--- config.mk ---
export PLATFORM = sky130hd
export DESIGN_NAME = or8_frame_accum
export DESIGN_NICKNAME = d
export VERILOG_FILES = /design/src/rtl/or8_frame_accum.sv
export SDC_FILE = /design/constraint.sdc
export NUM_CORES = 1
export LEC_CHECK = 0
export ABC_AREA = 1
export CAP_MARGIN = 20
export CORE_MARGIN = 2
export CORE_UTILIZATION = 60
export CTS_BUF_LIST = sky130_fd_sc_hd__clkbuf_16
export DETAILED_ROUTE_END_ITERATION = 7
export DONT_BUFFER_PORTS = 1
export PLACE_DENSITY_LB_ADDON = 0.3
export SLEW_MARGIN = 5
export SYNTH_ARGS = -nofsm -noshare
export SYNTH_HDL_FRONTEND = slang
export SYNTH_SLANG_ARGS = --single-unit
--- constraint.sdc ---
create_clock -name clk -period 1.7 [get_ports clk]
set_input_delay 0.51 -clock clk [delete_from_list [all_inputs] [get_ports clk]]
set_output_delay 0.51 -clock clk [all_outputs]
set_load 0.01 [all_outputs]
--- src/rtl/or8_frame_accum.sv ---
// Frame accumulator: ORs FRAME_LEN bytes into one result held until the sink accepts it.
// Optional saturation early-out is selected with `define OR8_ACC_EARLY_EN.
module or8_frame_accum #(
  parameter int unsigned FRAME_LEN = 4
) (
  input  logic       clk,
  input  logic       rst_n,
  input  logic [7:0] in_data,
  input  logic       in_valid,
  output logic       in_ready,
  output logic [7:0] out_data,
  output logic [7:0] out_count,
  output logic       out_valid,
  input  logic       out_ready,
  output logic       busy
);

  localparam logic [7:0] FrameLen = 8'(FRAME_LEN);

  typedef enum logic [1:0] {StIdle, StAccum, StDone} state_e;

  state_e     state_q, state_d;
  logic [7:0] acc_q, acc_d;
  logic [7:0] cnt_q, cnt_d;
  logic [7:0] or_f;
  logic [7:0] cnt_inc;
  logic       in_xfer;
  logic       last_idle;
  logic       last_accum;

  // OR8 datapath: A = accumulator, B = incoming byte.
  for (genvar i = 0; i < 8; i++) begin : g_or8
    assign or_f[i] = acc_q[i] | in_data[i];
  end

  assign cnt_inc = cnt_q + 8'd1;
  assign in_xfer = in_valid & in_ready;

`ifdef OR8_ACC_EARLY_EN
  // A saturated accumulator cannot change, so the frame closes early.
  assign last_idle  = (FrameLen == 8'd1) || (in_data == 8'hFF);
  assign last_accum = (cnt_inc == FrameLen) || (or_f == 8'hFF);
`else
  assign last_idle  = (FrameLen == 8'd1);
  assign last_accum = (cnt_inc == FrameLen);
`endif

  always_ff @(posedge clk or negedge rst_n) begin
    if (!rst_n) begin
      state_q <= StIdle;
    end else begin
      state_q <= state_d;
    end
  end

  always_comb begin
    state_d = state_q;
    unique case (state_q)
      StIdle: begin
        if (in_xfer) begin
          state_d = last_idle ? StDone : StAccum;
        end
      end
      StAccum: begin
        if (in_xfer && last_accum) begin
          state_d = StDone;
        end
      end
      StDone: begin
        if (out_ready) begin
          state_d = StIdle;
        end
      end
      default: state_d = StIdle;
    endcase
  end

  always_comb begin
    in_ready  = (state_q != StDone);
    out_valid = (state_q == StDone);
    busy      = (state_q == StAccum);
    out_data  = (state_q == StDone) ? acc_q : 8'h00;
    out_count = (state_q == StDone) ? cnt_q : 8'h00;
  end

  always_comb begin
    acc_d = acc_q;
    cnt_d = cnt_q;
    unique case (state_q)
      StIdle: begin
        if (in_xfer) begin
          acc_d = in_data;
          cnt_d = 8'd1;
        end
      end
      StAccum: begin
        if (in_xfer) begin
          acc_d = or_f;
          cnt_d = cnt_inc;
        end
      end
      StDone: begin
        if (out_ready) begin
          acc_d = 8'h00;
          cnt_d = 8'h00;
        end
      end
      default: begin
        acc_d = 8'h00;
        cnt_d = 8'h00;
      end
    endcase
  end

  always_ff @(posedge clk or negedge rst_n) begin
    if (!rst_n) begin
      acc_q <= 8'h00;
      cnt_q <= 8'h00;
    end else begin
      acc_q <= acc_d;
      cnt_q <= cnt_d;
    end
  end

endmodule

==> flow_metrics.env <==
export IMPL_outcome="complete, no violations"
export IMPL_clkPwrFrac_pct=28.7
export IMPL_portBuffers=0
export IMPL_path_class="reg2out"
export IMPL_cts_tree="built"
export IMPL_finalHoldViolCount=0
export IMPL_power_mw=1.63
export IMPL_clkTransAtPathRegs_ps=50
export IMPL_clkLatencyLatePin_ps=250
export IMPL_cp_max_fo=17
export IMPL_internal_power_mw=1.03
export IMPL_grt_max_degree=19
export IMPL_ys_ff_latch=18
export IMPL_cts_root_buf="clkbuf_16"
export IMPL_synth_warnings=0
export IMPL_grt_usage_pct=26.3
export IMPL_layout_common_cells="22 x nand2_1, 21 x inv_1, 19 x nor2_2"
export IMPL_dpl_hpwl_um=1480
export IMPL_antenna_found_initial=0
export IMPL_yosys_top_cells_area="dfrtp_1 46%, nor2_1 9.6%, nand2_1 8.4%"
export IMPL_via_count=869
export IMPL_finalNetCount=152
export IMPL_grt_pass1_vias=882
export IMPL_multi_input_area_um2=483
export IMPL_io_pin_count=31
export IMPL_wire_per_inst_um=14.2
export IMPL_required_ps=1190
export IMPL_holdWs_ps=389
export IMPL_drv_slew=0
export IMPL_synth_cells=132
export IMPL_worst_pin_slew_ps=823
export IMPL_p_seq_share_pct=41.5
export IMPL_final_common_cell="nand2_1"
export IMPL_first_pass_iters=5
export IMPL_finClkSkew_ps=1.12
export IMPL_gp_congestion=0.843
export IMPL_cts_sinks=18
export IMPL_synth_area_um2=982
export IMPL_netlist_area_leader_share_pct=45.9
export IMPL_final_antenna_net_count=0
export IMPL_drt_total_wl_um=2170
export IMPL_final_layout_size_suffix_gt1_share_pct=26.3
export IMPL_drc=0
export IMPL_p_comb_share_pct=29.8
export IMPL_syn_to_final_growth_pct=17.7
export IMPL_post_route_period_util_pct=100
export IMPL_leakage_nw=0.555
export IMPL_fp_dieW_um=44.5
export IMPL_fin_util_pct=75.9
export IMPL_rsz0062_at_grt="true"
export IMPL_cts_htree_levels=1
export IMPL_worstSetupStartpointType="flop"
export IMPL_dieArea_um2=1980
export IMPL_core_area_um2=1520
export IMPL_via_per_inst=5.68
export IMPL_drt_iter0_drc=12
export IMPL_yosysTopAreaCell="dfrtp_1"
export IMPL_seqCellArea_um2=452
export IMPL_avgSynthCellArea_um2=7.44
export IMPL_diodes=0
export IMPL_min_path_type="in2reg"
export IMPL_grt_ovfl_total=0
export IMPL_fin_crit_ps=1700
export IMPL_place_area_um2=1010
export IMPL_drv_cap=0
export IMPL_synth_distinct_cells=19
export IMPL_critPathArrivalTime_ps=1190
export IMPL_ys_seq_area_share_pct=45.9
export IMPL_grt_pass1_wl_um=3800
export IMPL_fin_tns_setup_ps=0
export IMPL_cts_buffers=3
export IMPL_relSlewSlack_pct=44.9
export IMPL_cts_path_max_buffers=2
export IMPL_start_util_pct=64.4
export IMPL_fin_area_um2=1160
export IMPL_die_h_um=44.5
export IMPL_switching_share_pct=36.6
export IMPL_num_rows=14
export IMPL_p_switching_mw=0.598
export IMPL_post_cts_setup_buffer_count=0
export IMPL_finalSetupViolations=0
export IMPL_cellPowerDensity_nw_per_um2=1410
export IMPL_ir_drop_mv=0.944
export IMPL_critPathCaptureType="primary output"
export IMPL_fillers=119
export IMPL_synth_fp_nets=146
export IMPL_fmax_mhz=588
==> kinds of logic (layout without fill, tap and decap cells) <==
family / count (synthesis) / count (layout) / synth area share (%)
compound gates: 20 / 20 / 10.8
flops: 18 / 18 / 45.9
xor+xnor: 1 / 1 / 0.892
buf+inv: 26 / 31 / 10.1
fa+ha+maj: 2 / 2 / 2.55
simple gates: 65 / 65 / 29.8
==> per-layer routing <==
metal | global-route usage, % | up-vias | part of all wire [%]
li1 | - | 422 | -
met1 | 32.8 | 414 | 46
met2 | 44.1 | 29 | 49
met3 | 4.08 | 4 | 3.9
met4 | 12.7 | 0 | 1.1
met5 | 0 | - | 0
==> synth_stat cells, drive strengths merged <==
| library cell | count |
|---|---|
| nand2 | 25 |
| nor3 | 1 |
| nand3 | 8 |
| a21oi | 1 |
| dfrtp | 18 |
| inv | 24 |
| clkbuf | 1 |
| buf | 1 |
| xor2 | 1 |
| ha | 2 |
| o21ai | 14 |
| o22ai | 5 |
| nor2 | 31 |
==> flip-flops by register name, summed over array words and instances (netlist names) <==
signal,flops
state_q,2
cnt_q,8
acc_q,8
==> final cells by class <==
class                   instances  share of cell area [%]
well taps                      16                    1.73
repair buffers                  3                    2.16
flip-flops and latches         18                    39.1
clock inverters                 1                   0.325
inverters                      24                    8.44
clock buffers                   3                    6.49
multi-input cells              88                    41.8
==> power groups by stage <==
stage	Clock (mW)	Sequential, mW	Combinational [mW]
finish	0.469	0.677	0.486
global route	0.485	0.696	0.570
CTS	0.475	0.674	0.479
detailed placement	0	0.678	0.431
global placement	0	0.670	0.419
floorplan	0	0.655	0.347
==> final timing paths <==
path,end,startpoint,cells after the start,slack (ps)
worst max-delay path,out_count[1],state_q[0],3,0.2
worst min register to register,state_q[0],state_q[0],1,520
worst max register to register,state_q[0],cnt_q[0],9,160
worst min-delay path,acc_q[7],in_data[7],2,390
max in group asynchronous,state_q[0],rst_n,1,330
min in group asynchronous,acc_q[6],rst_n,1,800
==> through the flow <==
stage / setup WS, ps / instances
floorplan: 92.6 / 132
global placement: 96.1 / 148
detailed placement: 66.3 / 148
CTS: -9.65 / 153
global route: -62.8 / 153
finish: 0.219 / 153
==> what timing repair did <==
action / 4_1_cts / 5_1_grt
gates resized for setup: 19 / 4
endpoints found under the hold margin: 18 / 0
hold buffers: 1 / 0
setup endpoints to repair: 16 / 16
pin swaps: 1 / 0
==> worst max-delay path: stages (launching register included) <==
cell     delay (ps)
dfrtp_2         440
nor2_4          220
inv_8           120
nor2_2          160
No activity file was read; power rests on OpenSTA's default activity.
